`src/rtl/avalon_burst_reader_if.sv`:
```
// Avalon-MM bus bundle shared by burst hosts and block-RAM agents.
interface avalon_if #(
  parameter int unsigned BURSTCOUNT_W = 4
) (
  input logic clk,
  input logic reset
);
  logic [31:0]             address;
  logic                    read;
  logic                    write;
  logic [31:0]             writedata;
  logic [3:0]              byteenable;
  logic [BURSTCOUNT_W-1:0] burstcount;
  logic [31:0]             readdata;
  logic                    readdatavalid;
  logic                    waitrequest;

  modport host (
    input  clk, reset, readdata, readdatavalid, waitrequest,
    output address, read, write, writedata, byteenable, burstcount
  );

  modport agent (
    input  clk, reset, address, read, write, writedata, byteenable, burstcount,
    output readdata, readdatavalid, waitrequest
  );
endinterface

```
`src/rtl/avalon_burst_reader.sv`:
```
// Avalon-MM burst read host: splits a word-block read into bursts, buffers the
// returned beats in a show-ahead FIFO and streams them out on valid/ready.
module avalon_burst_reader #(
  parameter int unsigned RAM_ADD_W    = 11,
  parameter int unsigned BURSTCOUNT_W = 4,
  parameter int unsigned FIFO_AW      = 4,
  parameter int unsigned LEN_W        = 16
) (
  avalon_if.host            avalon_h,
  input  logic              start,
  input  logic [31:0]       base_addr,
  input  logic [LEN_W-1:0]  len_words,
  output logic              busy,
  output logic              done,
  output logic [31:0]       out_data,
  output logic              out_valid,
  input  logic              out_ready
);
  localparam int unsigned DEPTH     = 2 ** FIFO_AW;
  localparam int unsigned MAX_BURST = 2 ** (BURSTCOUNT_W - 1);
  localparam int unsigned CW        = FIFO_AW + 1;

  if (DEPTH < MAX_BURST || RAM_ADD_W == 0) begin : g_param_check
    $error("avalon_burst_reader: FIFO must hold at least one full burst");
  end

  typedef enum logic [1:0] {S_IDLE, S_CMD, S_DATA, S_DONE} state_t;

  state_t                  state_q, state_d;
  logic [31:0]             cur_addr_q, cur_addr_d;
  logic [LEN_W-1:0]        remaining_q, remaining_d;
  logic [BURSTCOUNT_W-1:0] burst_len_q, burst_len_d;
  logic [BURSTCOUNT_W-1:0] beat_cnt_q, beat_cnt_d;
  logic                    read_q, read_d;
  logic [31:0]             address_q, address_d;
  logic [BURSTCOUNT_W-1:0] burstcount_q, burstcount_d;
  logic                    busy_q, busy_d;
  logic                    done_q, done_d;
  logic [FIFO_AW-1:0]      wr_ptr_q, wr_ptr_d;
  logic [FIFO_AW-1:0]      rd_ptr_q, rd_ptr_d;
  logic [CW-1:0]           count_q, count_d;
  logic                    out_valid_q, out_valid_d;

  logic [31:0]             mem [DEPTH];
  logic                    push, pop;
  logic [CW-1:0]           free_c;
  logic                    arm;
  logic [31:0]             arm_addr;
  logic [LEN_W-1:0]        arm_rem;
  logic [BURSTCOUNT_W-1:0] next_bl;
  logic [31:0]             next_addr;
  logic [LEN_W-1:0]        next_rem;

  function automatic logic [BURSTCOUNT_W-1:0] clip_burst(input logic [LEN_W-1:0] n);
    if (n >= LEN_W'(MAX_BURST)) return BURSTCOUNT_W'(MAX_BURST);
    return BURSTCOUNT_W'(n);
  endfunction

  // FIFO bookkeeping; free space is judged on next-cycle occupancy
  always_comb begin
    push        = (state_q == S_DATA) && avalon_h.readdatavalid;
    pop         = out_valid_q && out_ready;
    wr_ptr_d    = wr_ptr_q + FIFO_AW'(push);
    rd_ptr_d    = rd_ptr_q + FIFO_AW'(pop);
    count_d     = count_q + CW'(push) - CW'(pop);
    out_valid_d = (count_d != '0);
    free_c      = CW'(DEPTH) - count_d;
  end

  // Control FSM; "arm" sets up the next burst and reserves FIFO space for it
  always_comb begin
    state_d      = state_q;
    cur_addr_d   = cur_addr_q;
    remaining_d  = remaining_q;
    burst_len_d  = burst_len_q;
    beat_cnt_d   = beat_cnt_q;
    read_d       = read_q;
    address_d    = address_q;
    burstcount_d = burstcount_q;
    busy_d       = busy_q;
    done_d       = 1'b0;
    arm          = 1'b0;
    arm_addr     = cur_addr_q;
    arm_rem      = remaining_q;
    next_bl      = '0;
    next_addr    = cur_addr_q + (32'(burst_len_q) << 2);
    next_rem     = remaining_q - LEN_W'(burst_len_q);

    case (state_q)
      S_IDLE: begin
        if (start) begin
          busy_d = 1'b1;
          if (len_words != '0) begin
            cur_addr_d  = {base_addr[31:2], 2'b00};
            remaining_d = len_words;
            arm         = 1'b1;
            arm_addr    = {base_addr[31:2], 2'b00};
            arm_rem     = len_words;
            state_d     = S_CMD;
          end else begin
            done_d  = 1'b1;
            state_d = S_DONE;
          end
        end
      end
      S_CMD: begin
        if (read_q) begin
          if (!avalon_h.waitrequest) begin
            read_d     = 1'b0;
            beat_cnt_d = '0;
            state_d    = S_DATA;
          end
        end else begin
          arm = 1'b1;
        end
      end
      S_DATA: begin
        if (avalon_h.readdatavalid) begin
          beat_cnt_d = beat_cnt_q + BURSTCOUNT_W'(1);
          if (beat_cnt_q + BURSTCOUNT_W'(1) == burst_len_q) begin
            cur_addr_d  = next_addr;
            remaining_d = next_rem;
            if (next_rem == '0) begin
              done_d  = 1'b1;
              state_d = S_DONE;
            end else begin
              arm      = 1'b1;
              arm_addr = next_addr;
              arm_rem  = next_rem;
              state_d  = S_CMD;
            end
          end
        end
      end
      S_DONE: begin
        busy_d  = 1'b0;
        state_d = S_IDLE;
      end
      default: state_d = S_IDLE;
    endcase

    if (arm) begin
      next_bl      = clip_burst(arm_rem);
      burst_len_d  = next_bl;
      address_d    = arm_addr;
      burstcount_d = next_bl;
      read_d       = (32'(free_c) >= 32'(next_bl));
    end
  end

  always_ff @(posedge avalon_h.clk or posedge avalon_h.reset) begin
    if (avalon_h.reset) begin
      state_q      <= S_IDLE;
      cur_addr_q   <= '0;
      remaining_q  <= '0;
      burst_len_q  <= '0;
      beat_cnt_q   <= '0;
      read_q       <= 1'b0;
      address_q    <= '0;
      burstcount_q <= '0;
      busy_q       <= 1'b0;
      done_q       <= 1'b0;
      wr_ptr_q     <= '0;
      rd_ptr_q     <= '0;
      count_q      <= '0;
      out_valid_q  <= 1'b0;
    end else begin
      state_q      <= state_d;
      cur_addr_q   <= cur_addr_d;
      remaining_q  <= remaining_d;
      burst_len_q  <= burst_len_d;
      beat_cnt_q   <= beat_cnt_d;
      read_q       <= read_d;
      address_q    <= address_d;
      burstcount_q <= burstcount_d;
      busy_q       <= busy_d;
      done_q       <= done_d;
      wr_ptr_q     <= wr_ptr_d;
      rd_ptr_q     <= rd_ptr_d;
      count_q      <= count_d;
      out_valid_q  <= out_valid_d;
    end
  end

  // FIFO storage needs no reset; pointers and occupancy define validity
  always_ff @(posedge avalon_h.clk) begin
    if (push) mem[wr_ptr_q] <= avalon_h.readdata;
  end

  assign avalon_h.read       = read_q;
  assign avalon_h.address    = address_q;
  assign avalon_h.burstcount = burstcount_q;
  assign avalon_h.write      = 1'b0;
  assign avalon_h.writedata  = '0;
  assign avalon_h.byteenable = 4'hF;

  assign busy      = busy_q;
  assign done      = done_q;
  assign out_valid = out_valid_q;
  assign out_data  = mem[rd_ptr_q];
endmodule

```
`src/flat_wrapper.sv`:
```
// flat-port wrapper written by rule: the top's interface ports become plain ports
module avalon_burst_reader_flat 
#(
  parameter int unsigned RAM_ADD_W    = 11,
  parameter int unsigned BURSTCOUNT_W = 4,
  parameter int unsigned FIFO_AW      = 4,
  parameter int unsigned LEN_W        = 16
)
  (start, base_addr, len_words, busy, done, out_data, out_valid, out_ready, clk, reset, avalon_h_readdata, avalon_h_readdatavalid, avalon_h_waitrequest, avalon_h_address, avalon_h_read, avalon_h_write, avalon_h_writedata, avalon_h_byteenable, avalon_h_burstcount);
  avalon_if #(.BURSTCOUNT_W(BURSTCOUNT_W)) avalon_h_i (.clk(clk), .reset(reset));
  input  logic start;
  input  logic [31:0] base_addr;
  input  logic [LEN_W-1:0] len_words;
  output logic busy;
  output logic done;
  output logic [31:0] out_data;
  output logic out_valid;
  input  logic out_ready;
  input wire logic clk;
  input wire logic reset;
  input wire logic [$bits(avalon_h_i.readdata)-1:0] avalon_h_readdata;
  input wire logic [$bits(avalon_h_i.readdatavalid)-1:0] avalon_h_readdatavalid;
  input wire logic [$bits(avalon_h_i.waitrequest)-1:0] avalon_h_waitrequest;
  output wire logic [$bits(avalon_h_i.address)-1:0] avalon_h_address;
  output wire logic [$bits(avalon_h_i.read)-1:0] avalon_h_read;
  output wire logic [$bits(avalon_h_i.write)-1:0] avalon_h_write;
  output wire logic [$bits(avalon_h_i.writedata)-1:0] avalon_h_writedata;
  output wire logic [$bits(avalon_h_i.byteenable)-1:0] avalon_h_byteenable;
  output wire logic [$bits(avalon_h_i.burstcount)-1:0] avalon_h_burstcount;
  assign avalon_h_i.readdata = avalon_h_readdata;
  assign avalon_h_i.readdatavalid = avalon_h_readdatavalid;
  assign avalon_h_i.waitrequest = avalon_h_waitrequest;
  assign avalon_h_address = avalon_h_i.address;
  assign avalon_h_read = avalon_h_i.read;
  assign avalon_h_write = avalon_h_i.write;
  assign avalon_h_writedata = avalon_h_i.writedata;
  assign avalon_h_byteenable = avalon_h_i.byteenable;
  assign avalon_h_burstcount = avalon_h_i.burstcount;
  avalon_burst_reader #(.RAM_ADD_W(RAM_ADD_W), .BURSTCOUNT_W(BURSTCOUNT_W), .FIFO_AW(FIFO_AW), .LEN_W(LEN_W)) u_core (.avalon_h(avalon_h_i), .start(start), .base_addr(base_addr), .len_words(len_words), .busy(busy), .done(done), .out_data(out_data), .out_valid(out_valid), .out_ready(out_ready));
endmodule
```
`config.mk`:
```
export PLATFORM = sky130hd
export DESIGN_NAME = avalon_burst_reader_flat
export DESIGN_NICKNAME = d
export VERILOG_FILES = /design/src/rtl/avalon_burst_reader_if.sv /design/src/rtl/avalon_burst_reader.sv /design/src/flat_wrapper.sv
export SDC_FILE = /design/constraint.sdc
export NUM_CORES = 1
export LEC_CHECK = 0
export BUFFER_PORTS_ARGS = -buffer_cell sky130_fd_sc_hd__clkbuf_2
export CAP_MARGIN = 5
export CORE_MARGIN = 2
export CORE_UTILIZATION = 55
export DETAILED_ROUTE_END_ITERATION = 12
export PLACE_DENSITY = 0.75
export SYNTH_ARGS = -nofsm -noshare
export SYNTH_HDL_FRONTEND = slang
export SYNTH_SLANG_ARGS = --single-unit
```
`constraint.sdc`:
```
create_clock -name clk -period 5 [get_ports clk]
set_input_delay 0 -clock clk [delete_from_list [all_inputs] [get_ports clk]]
set_output_delay 0 -clock clk [all_outputs]
set_load 0.01 [all_outputs]
```
======== After elaboration in Yosys (flattened, before gate mapping) ========
Memory sizes are Yosys's and may differ from the RTL's.
Cells that the tools add are included.
cells by class
  reductions and logical operators ........ 14
  eq/ne operators ......................... 9
  multiplexer cells ....................... 56
  magnitude comparators ................... 2
  add/subtract/negate cells ............... 8
operators by type and width
  cell                 count
  $mux 32              7
  $pmux 32 s2          2
  $mux 16              7
  $pmux 16 s2          2
  $add 32x6->32        1
  $mux 4               6
  $mux 1               20
  $ge 16x4->1 const B  1
  $logic_not 16->1     1
  $reduce_bool 16->1   1
  $sub 16x4->16        1
  $mux 2               7
  $add 4x1->4          2
  $ne 2x2->1 const B   4
  $pmux 2 s4           1
  $pmux 4 s2           1
  $reduce_bool 2->1    4
  $add 5x1->5          1
  $ge 5x4->1           1
  $reduce_and 5->1     1
  $reduce_bool 5->1    1
  $sub 5x1->5          1
  $sub 5x5->5 const A  1
  $add 4x1->4 const B  1
  other kinds (11)     14
storage, ports and cells
  RAM bits ................................ 512
  register bits after elaboration ......... 107
  output and inout port bits .............. 109
  memories kept ........................... 1
  bits of input ports ..................... 86
memory list
  memory      depth  width  read ports  clocked after memory_dff  wr ports  RTL line                   text
  u_core.mem  16     32     1           0                         1         avalon_burst_reader.sv:44  logic [31:0] mem [DEPTH];

======== Depth between registers and ports, before layout ========
Gate-level depths: netlist (run 1).
  word-level depth ........................ 13
  gate-level depth with buffers ........... 18

======== Worst setup path before layout (run 1) ========
OpenSTA, ideal clock, no wires.
  path type ............................... register to register
  from .................................... reg u_core.burst_len_q[3]
  to ...................................... reg u_core.read_q (netlist: u_core.avalon_h.read)
  stages on the path, launching flop included .. 17
  data arrival time ....................... 4.531 ns
  required time ........................... 4.855 ns
  buffers on the path ..................... 1
  clock period less this slack ............ 4.677 ns
  path slack .............................. 0.323 ns
  cell sequence ........................... dfrtp_1 > inv_1 > ha_1 > or4_4 > nor3_2 > nand2_1 > a2111o_1 > or4_1 > a221o_1 > or4_1 > buf_2 > or3_1 > ha_1 > a21oi_1 > nor2b_1 > o21ai_0 > a41oi_1
on the way
  cells in the longest elaborated chain, start to end .. 13
  elaborated cells between the ends (all ways) .. 19
  classes of those cells .................. 1 x add/sub; 2 x order compare; 1 x eq/ne; 13 x mux; 2 x reduce/logical
ends and longest elaborated chain
  item                    RTL line                    text
  start, declared         avalon_burst_reader.sv:32   logic [BURSTCOUNT_W-1:0] burst_len_q, burst_len_d;
  start signal, assigned  avalon_burst_reader.sv:171  burst_len_q <= burst_len_d;
  $sub 16x4->16           avalon_burst_reader.sv:87   next_rem = remaining_q - LEN_W'(burst_len_q);
  $logic_not 16->1        avalon_burst_reader.sv:123  if (next_rem == '0) begin
  $mux 16                 avalon_burst_reader.sv:123
  $mux 16                 avalon_burst_reader.sv:120  if (beat_cnt_q + BURSTCOUNT_W'(1) == burst_len_q) begin
  $mux 16                 avalon_burst_reader.sv:118  if (avalon_h.readdatavalid) begin
  $pmux 16 s2             avalon_burst_reader.sv:89   case (state_q)
  $ge 16x4->1             avalon_burst_reader.sv:55   if (n >= LEN_W'(MAX_BURST)) return BURSTCOUNT_W'(MAX_BURST);
  $mux 1                  avalon_burst_reader.sv:55
  $mux 1                  avalon_burst_reader.sv:142  if (arm) begin
  $mux 4                  avalon_burst_reader.sv:56   return BURSTCOUNT_W'(n);
  $mux 4                  avalon_burst_reader.sv:142
  $ge 5x4->1              avalon_burst_reader.sv:147  read_d = (32'(free_c) >= 32'(next_bl));
  $mux 1                  avalon_burst_reader.sv:142
  end signal, assigned    avalon_burst_reader.sv:173  read_q <= read_d;
  end, declared           avalon_burst_reader.sv:34   logic read_q, read_d;
Parallel ways exist; a longest one is shown, timed or not. The select of a mux whose other input is x is not followed.
A chain may end at the register's enable or synchronous reset.

======== Final worst setup path (run 1) ========
  from .................................... reg u_core.remaining_q[0]
  to ...................................... reg u_core.read_q (netlist: u_core.avalon_h.read)
on the way
  cells in the longest elaborated chain, start to end .. 13
  elaborated cells between the ends (all ways) .. 20
  classes of those cells .................. 1 x add/sub; 2 x order compare; 15 x mux; 2 x reduce/logical
ends and longest elaborated chain
  item                    RTL line                    text
  start, declared         avalon_burst_reader.sv:31   logic [LEN_W-1:0] remaining_q, remaining_d;
  start signal, assigned  avalon_burst_reader.sv:170  remaining_q <= remaining_d;
  $sub 16x4->16           avalon_burst_reader.sv:87
  $logic_not 16->1        avalon_burst_reader.sv:123
  $mux 16                 avalon_burst_reader.sv:123
  $mux 16                 avalon_burst_reader.sv:120
  $mux 16                 avalon_burst_reader.sv:118
  $pmux 16 s2             avalon_burst_reader.sv:89
  $ge 16x4->1             avalon_burst_reader.sv:55
  $mux 1                  avalon_burst_reader.sv:55
  $mux 1                  avalon_burst_reader.sv:142
  $mux 4                  avalon_burst_reader.sv:56
  $mux 4                  avalon_burst_reader.sv:142
  $ge 5x4->1              avalon_burst_reader.sv:147
  $mux 1                  avalon_burst_reader.sv:142
Parallel ways exist; a longest one is shown, timed or not. The select of a mux whose other input is x is not followed.

==> impl_metrics.py, run 1 <==
metrics = {
    "global_routing": {
        "grt_pass1_vias": 17980,
        "antenna_found_initial": 2,
        "groute.usage.overall_pct": 28.6,
        "grt_overflow_total": 0,
        "maximum_number_of_pins_on_one_net_before_global_route_repair": 69,
        "grt_pass1_wl_um": 109000,
    },
    "place": {
        "hpwl_um": 42200,
        "numPortBuffers": 155,
        "detailedPlace.worstSlack_ps": 155,
        "placed_cell_area_mm2": 0.0288,
        "gp_routability_congestion": 0.911,
    },
    "yosys": {
        "synth_enable_flop_cells": 512,
        "synth.top_cell.area_share_pct": 56.8,
        "syn_warnings": 0,
        "synth_cells": 1903,
        "ys.flop_type": "sky130_fd_sc_hd__edfxtp_1",
        "postSynthRegisterBits": 619,
        "syn-cell-area_mm2": 0.0271,
        "synth_seq_area_share_pct": 66.6,
        "synth_top_cells_by_area": "sky130_fd_sc_hd__edfxtp_1 (57%), sky130_fd_sc_hd__dfrtp_1 (9.9%), sky130_fd_sc_hd__mux4_2 (5.3%)",
        "synth.avg_cell_area_um2": 14.2,
        "synth_top_cell_by_area": "sky130_fd_sc_hd__edfxtp_1",
        "synthDistinctLibCells": 73,
        "async_reset_ff_share_pct": 17.3,
    },
    "layout": {
        "ff_latch_area_mm2": 0.0181,
        "fraction_of_final_layout_cells_sized_beyond_drive_strength_1_pct": 20.2,
        "multi_input_area_mm2": 0.00846,
        "finalNetCount": 2265,
        "layout.filler_cells": 3420,
        "stdcell_area_mm2": 0.0317,
        "areaGrowthSynthToFinish_pct": 17.0,
    },
    "setup_path": {
        "reg2reg_depth": 16,
        "crit_start": "u_core.remaining_q[0]$_DFFE_PP0P_",
        "critical_path.endpoint_type": "register",
        "critPathArrivalTime_ps": 5230,
        "regToRegEndpoint": "u_core.avalon_h.read$_DFFE_PP0P_",
        "worst-path-max-fanout": 3,
        "crit-reg2reg-launch": "u_core.remaining_q[0]$_DFFE_PP0P_",
        "required_ps": 5460,
        "rrSetupSlack_ps": 230,
        "crit_path_end": "u_core.avalon_h.read$_DFFE_PP0P_",
        "worstSetupStartpointType": "register",
        "criticalPathCategory": "reg2reg",
    },
    "sta": {
        "worst_slack_ps": 230,
        "finalSetupViolCount": 0,
        "slew_limit_fails": 0,
        "timing.final.crit_share_pct": 95.4,
        "final_hold_viol_count": 0,
        "grt_setup_unrepaired": "no",
        "max_freq_mhz": 210,
        "worstMarginPinSlew_ps": 1190,
        "fin_crit_ps": 4770,
        "slew_headroom_pct": 21.0,
        "finalClockSkew_ps": 32.2,
        "fin_setup_tns_ps": 0,
    },
    "die": {
        "die_w_um": 226,
        "design.die.area_mm2": 0.0510,
        "initial_utilization_pct": 55.6,
        "dieHeight_um": 226,
        "floorplan.core_area_mm2": 0.0487,
        "num_rows": 81,
        "io_pins": 195,
    },
    "cts": {
        "worst_setup_hold_path_clk_slew_ps": 60,
        "clock_insertion_delay_worst_skew_ps": 640,
        "h_tree_level_count": 2,
        "clockBufferDepth": 3,
        "clkSinkCount": 619,
        "cts-buffers-inserted": 61,
        "root_buffer": "sky130_fd_sc_hd__clkbuf_16",
        "clock_tree_from_tritoncts": "yes",
    },
    "route": {
        "route.final.wire_length_um": 72600,
        "via_to_cell_ratio": 6.34,
        "dr.pass1.iters": 6,
        "postRouteAntennaNets": 0,
        "routed_wire_length_per_instance_um": 25.3,
        "route.vias.total": 18187,
        "remaining_drc_errors": 0,
        "drt_first_iter_violations": 1962,
    },
    "power": {
        "p_total_mw": 17.6,
        "power_density_mw_per_mm2": 557,
        "power_leakage_nw": 11.4,
        "worst_ir_drop_vdd_uv": 334,
    },
    "min_path": {
        "hold_class": "in2async",
    },
    "job": {
        "maximum_capacitance_violations": 0,
    },
    "status": {
        "outcome": "complete, no violations",
    },
}
[per-stage QoR]
stage	instances	hold slack [ps]	util [%]
detailed placement	2665	147	59.2
finish	2868	44.6	65.0
global placement	2665	153	59.2
global route	2868	97.6	65.0
CTS	2866	53.3	65.0
floorplan	1938	98.9	-
[per-layer routing]
layer / track usage (%) / wire, µm / vias to the layer above / share of wire [%]
met4: 9.98 / 2430 / 2 / 3.3
met2: 46.2 / 34800 / 1011 / 48
met1: 38.8 / 28500 / 9110 / 39
met3: 6.22 / 6940 / 189 / 9.5
met5: 0 / 13 / - / 0.018
li1: - / - / 7875 / -
[registers in the layout, indices dropped and copies added (netlist names)]
signal                   count
u_core.remaining_q          16
u_core.count_q               5
u_core.done                  1
u_core.rd_ptr_q              4
u_core.beat_cnt_q            4
u_core.out_valid             1
u_core.avalon_h.address     32
u_core.state_q               2
u_core.cur_addr_q           32
u_core.wr_ptr_q              4
u_core.mem                 512
u_core.busy                  1
u_core.burst_len_q           4
u_core.avalon_h.read         1
[cell families (layout without fill, tap and decap cells)]
logic type,after synthesis,in the layout,synth area share (%)
buf+inv,185,450,3.12
simple gates,399,399,6.80
compound gates,450,450,10.8
flops,619,619,66.6
mux,197,197,10.3
xor+xnor,23,23,0.845
fa+ha+maj,28,28,1.38
other cells,2,38,0.0277
[what timing repair did]
| action | CTS | global route |
|---|---|---|
| setup endpoints to repair | 0 | 1 |
| setup buffers | 0 | 1 |
| gates resized for setup | 0 | 2 |
| hold buffers | 86 | 0 |
| endpoints found under the hold margin | 648 | 0 |
[cell usage after synthesis (all sizes together) (9+ instances only)]
cell type / instances
dfrtp: 107
and3: 14
xnor2: 14
mux4: 64
or3: 13
mux2i: 109
nor4: 16
o31a: 9
a221oi: 36
nor2: 102
a31oi: 13
edfxtp: 512
nor3: 24
inv: 29
ha: 25
mux2: 24
o21ai: 104
nand3: 28
nand2b: 9
nand2: 148
a21oi: 114
nand4: 10
o31ai: 12
o22ai: 32
clkbuf: 99
a22oi: 47
buf: 57
[power by group]
part	internal (mW)	total [mW]	leakage, nW	switching (mW)
clock network	2.58	4.53	0.958	1.96
registers	6.03	6.90	5.86	0.863
logic	2.59	6.22	4.59	3.63
[final cells by class]
type                       instances  share of cell area, %
antenna                            1                0.00789
inverter                          29                  0.351
clock buffer                      80                   5.17
timing repair buffer             306                   7.09
clock inverter                    35                   1.10
sequential                       619                   57.0
multi-input combinational       1134                   26.7
tap                              664                   2.62
[cells in the final DEF (no fill, tap or decap), types with 10 or more instances in the layout]
cell type | netlist | final
sky130_fd_sc_hd__a21oi_1 | 114 | 113
sky130_fd_sc_hd__nor3_1 | 23 | 19
sky130_fd_sc_hd__nor4_1 | 16 | 15
sky130_fd_sc_hd__buf_12 | 0 | 10
sky130_fd_sc_hd__clkbuf_16 | 0 | 62
sky130_fd_sc_hd__inv_1 | 29 | 28
sky130_fd_sc_hd__clkbuf_2 | 2 | 155
sky130_fd_sc_hd__buf_4 | 37 | 55
sky130_fd_sc_hd__dfrtp_1 | 107 | 104
sky130_fd_sc_hd__a22oi_1 | 47 | 47
sky130_fd_sc_hd__nor2_1 | 102 | 89
sky130_fd_sc_hd__nor2_4 | 0 | 12
sky130_fd_sc_hd__clkbuf_1 | 97 | 16
sky130_fd_sc_hd__or3_1 | 13 | 13
sky130_fd_sc_hd__o22ai_1 | 32 | 32
sky130_fd_sc_hd__nand2_1 | 148 | 148
sky130_fd_sc_hd__a221oi_1 | 36 | 36
sky130_fd_sc_hd__ha_1 | 25 | 24
sky130_fd_sc_hd__conb_1 | 2 | 37
sky130_fd_sc_hd__and3_1 | 14 | 14
sky130_fd_sc_hd__clkinv_2 | 0 | 13
sky130_fd_sc_hd__mux2_2 | 24 | 24
sky130_fd_sc_hd__o31ai_1 | 12 | 12
sky130_fd_sc_hd__dlygate4sd3_1 | 0 | 86
sky130_fd_sc_hd__o21ai_0 | 101 | 99
sky130_fd_sc_hd__xnor2_1 | 14 | 14
sky130_fd_sc_hd__mux2i_1 | 109 | 109
sky130_fd_sc_hd__edfxtp_1 | 512 | 512
sky130_fd_sc_hd__nand4_1 | 10 | 10
sky130_fd_sc_hd__nand3_1 | 28 | 28
sky130_fd_sc_hd__mux4_2 | 64 | 64
sky130_fd_sc_hd__a31oi_1 | 13 | 13
[how the worst min path moves through the flow]
stage                                             end  slack, ps  depth (start not counted)            startpoint
after global routing      u_core.count_q[1]$_DFF_PP0_        100                          3                 reset
after detailed placement   u_core.out_valid$_DFF_PP0_        150                          2                 reset
after floorplan            u_core.mem[0][0]$_DFFE_PP_        100                          0  avalon_h_readdata[0]
final                      u_core.out_valid$_DFF_PP0_         40                          3                 reset
after CTS                 u_core.count_q[1]$_DFF_PP0_         50                          3                 reset
after global placement     u_core.out_valid$_DFF_PP0_        150                          2                 reset
[worst max-delay path, cell delays in order, from the launching register on]
cell and delay (ps):
sky130_fd_sc_hd__dfrtp_1 380, sky130_fd_sc_hd__inv_1 70, sky130_fd_sc_hd__ha_1 200, sky130_fd_sc_hd__fa_1 450, sky130_fd_sc_hd__nor2b_2 220, sky130_fd_sc_hd__o22a_1 240
sky130_fd_sc_hd__xnor2_1 70, sky130_fd_sc_hd__a2111o_1 350, sky130_fd_sc_hd__or4_1 550, sky130_fd_sc_hd__a221o_1 350, sky130_fd_sc_hd__or4_1 570, sky130_fd_sc_hd__or3_1 410
sky130_fd_sc_hd__ha_1 300, sky130_fd_sc_hd__a21oi_1 120, sky130_fd_sc_hd__nor2b_1 60, sky130_fd_sc_hd__o21ai_0 130, sky130_fd_sc_hd__a41oi_1 140
No activity file was read; power rests on OpenSTA's default activity.
==> run 2: changes to the inputs <==
ABC_CLOCK_PERIOD_IN_PS = 5000   (was unset)
PLACE_DENSITY = 0.79   (was 0.75)
==> run 2 against run 1 <==
Non-clock buffer count up 12. Worst setup slack worse by 29 ps. Flip-flop and latch count unchanged. Final cell count increased by 0.38%. Count of clock-buffer cells in the layout decreased by 9. Global-route usage about the same. Highest routed layer is now met4. Sequential power decreased by 3.3%. Routed wire length grew 0.73%. Via count up 1.2%.
==> impl_metrics.py, run 2 (same netlist as run 1, synthesis figures left out) <==
metrics = {
    "status": {
        "outcome": "complete, no violations",
    },
    "cts": {
        "root_buffer": "sky130_fd_sc_hd__clkbuf_16",
        "clockBufferDepth": 3,
        "worst_setup_hold_path_clk_slew_ps": 70,
        "clock_tree_from_tritoncts": "yes",
        "cts-buffers-inserted": 60,
        "h_tree_level_count": 2,
        "clkSinkCount": 619,
        "clock_insertion_delay_worst_skew_ps": 650,
    },
    "setup_path": {
        "critPathArrivalTime_ps": 5300,
        "crit-reg2reg-launch": "u_core.remaining_q[0]$_DFFE_PP0P_",
        "crit_start": "u_core.remaining_q[0]$_DFFE_PP0P_",
        "reg2reg_depth": 16,
        "critical_path.endpoint_type": "register",
        "worstSetupStartpointType": "register",
        "worst-path-max-fanout": 3,
        "criticalPathCategory": "reg2reg",
        "required_ps": 5500,
    },
    "global_routing": {
        "grt_pass1_wl_um": 109000,
        "groute.usage.overall_pct": 28.6,
        "grt_overflow_total": 0,
        "antenna_found_initial": 1,
        "grt_pass1_vias": 18350,
        "maximum_number_of_pins_on_one_net_before_global_route_repair": 101,
    },
    "min_path": {
        "hold_class": "in2async",
    },
    "power": {
        "p_int_mw": 11.6,
        "pwr-share-seq_pct": 36.7,
        "p_total_mw": 18.2,
        "clock_network_fraction_of_total_power_pct": 27.3,
        "fraction_of_power_consumed_by_combinational_cells_pct": 35.9,
        "worst_ir_drop_vdd_uv": 417,
        "power_leakage_nw": 11.6,
        "sw_pwr_mw": 6.58,
        "power_density_mw_per_mm2": 569,
        "p_sw_share_pct": 36.2,
    },
    "route": {
        "drt_first_iter_violations": 2278,
        "route.final.wire_length_um": 73200,
        "dr.pass1.iters": 6,
        "postRouteAntennaNets": 0,
        "routed_wire_length_per_instance_um": 25.4,
        "via_to_cell_ratio": 6.40,
        "remaining_drc_errors": 0,
        "route.vias.total": 18413,
    },
    "die": {
        "dieHeight_um": 226,
        "num_rows": 81,
        "design.die.area_mm2": 0.0510,
        "floorplan.core_area_mm2": 0.0487,
        "initial_utilization_pct": 55.6,
        "io_pins": 195,
        "die_w_um": 226,
    },
    "sta": {
        "hold-worst-slack_ps": 34.2,
        "max_freq_mhz": 208,
        "worst_slack_ps": 201,
        "slew_headroom_pct": 26.9,
        "final_hold_viol_count": 0,
        "slew_limit_fails": 0,
        "fin_crit_ps": 4800,
        "finalSetupViolCount": 0,
        "fin_setup_tns_ps": 0,
        "timing.final.crit_share_pct": 96.0,
        "grt_setup_unrepaired": "no",
        "finalClockSkew_ps": 41.1,
        "worstMarginPinSlew_ps": 1090,
    },
    "layout": {
        "most_frequent_standard_cell_in_the_layout_excluding_fill_and_tap_cells": "sky130_fd_sc_hd__edfxtp_1",
        "finalNetCount": 2276,
        "layout.cells.most_common_list": "sky130_fd_sc_hd__edfxtp_1 (512), sky130_fd_sc_hd__clkbuf_2 (155), sky130_fd_sc_hd__nand2_1 (147)",
        "number_of_flip_flops_in_the_largest_register": 512,
        "areaGrowthSynthToFinish_pct": 17.9,
        "layout.cells.non_filler": 2879,
        "fraction_of_final_layout_cells_sized_beyond_drive_strength_1_pct": 21.5,
        "regMostFlops": "u_core.mem",
    },
    "job": {
        "maximum_capacitance_violations": 0,
    },
    "place": {
        "placed_cells": 2676,
        "hpwl_um": 43000,
        "gp_routability_congestion": 0.953,
        "numPortBuffers": 155,
        "detailedPlace.worstSlack_ps": 98.6,
    },
}
run 2: power groups by stage:
| stage | Sequential (mW) | Clock [mW] | Combinational [mW] |
|---|---|---|---|
| final | 6.67 | 4.97 | 6.53 |
| after global routing | 6.72 | 5.17 | 7.04 |
| after CTS | 6.63 | 5.00 | 6.42 |
| after detailed placement | 6.73 | 0 | 6.29 |
| after global placement | 6.70 | 0 | 6.21 |
| after floorplan | 6.46 | 0 | 4.43 |
run 2: layout make-up:
type / instances / area [µm²]
Sequential cell: 619 / 18100
Fill cell: 3339 / 16800
Multi-Input combinational cell: 1134 / 8500
Timing Repair Buffer: 318 / 2240
Clock buffer: 71 / 1620
Tap cell: 664 / 831
Clock inverter: 43 / 578
Inverter: 29 / 111
Antenna cell: 1 / 2.50
run 2: worst paths after layout:
kind	endpoint	slack, ps
min in group clk	u_core.cur_addr_q[24]$_DFFE_PP0P_	170
worst max register to register	u_core.avalon_h.read$_DFFE_PP0P_	200
worst max-delay path	u_core.avalon_h.read$_DFFE_PP0P_	200
worst min-delay path	u_core.out_valid$_DFF_PP0_	30
worst min register to register	u_core.cur_addr_q[1]$_DFFE_PP0P_	480
max in group asynchronous	u_core.rd_ptr_q[1]$_DFF_PP0_	3730
run 2: routing by layer:
layer | wire [µm] | track usage, %
met5 | 0 | 0
met4 | 2940 | 11.8
met3 | 6580 | 5.27
met2 | 35500 | 46.9
met1 | 28200 | 38.0
run 2: timing repair:
item	in CTS	in global routing
buffers inserted	0	2
endpoints found under the setup margin	0	1
resized for setup	0	9
endpoints found under the hold margin	649	0
hold buffers	86	0
run 2: critical path: stages, from the launching register on:
cell                       delay [ps]
sky130_fd_sc_hd__dfrtp_1          360
sky130_fd_sc_hd__inv_1             70
sky130_fd_sc_hd__ha_1             190
sky130_fd_sc_hd__fa_1             460
sky130_fd_sc_hd__nor2b_1          220
sky130_fd_sc_hd__o22a_2           260
sky130_fd_sc_hd__xnor2_1           90
sky130_fd_sc_hd__a2111o_1         360
sky130_fd_sc_hd__or4_1            560
sky130_fd_sc_hd__a221o_1          370
sky130_fd_sc_hd__or4_4            520
sky130_fd_sc_hd__or3_1            390
sky130_fd_sc_hd__ha_1             300
sky130_fd_sc_hd__a21oi_1          140
sky130_fd_sc_hd__nor2b_1           60
sky130_fd_sc_hd__o21ai_0          150
sky130_fd_sc_hd__a41oi_1          130
run 2: through the flow:
step	area (µm²)	utilization [%]
after CTS	31900	65.4
after global placement	28800	59.1
after global routing	31900	65.5
after detailed placement	28800	59.1
after floorplan	27200	-
final	31900	65.5
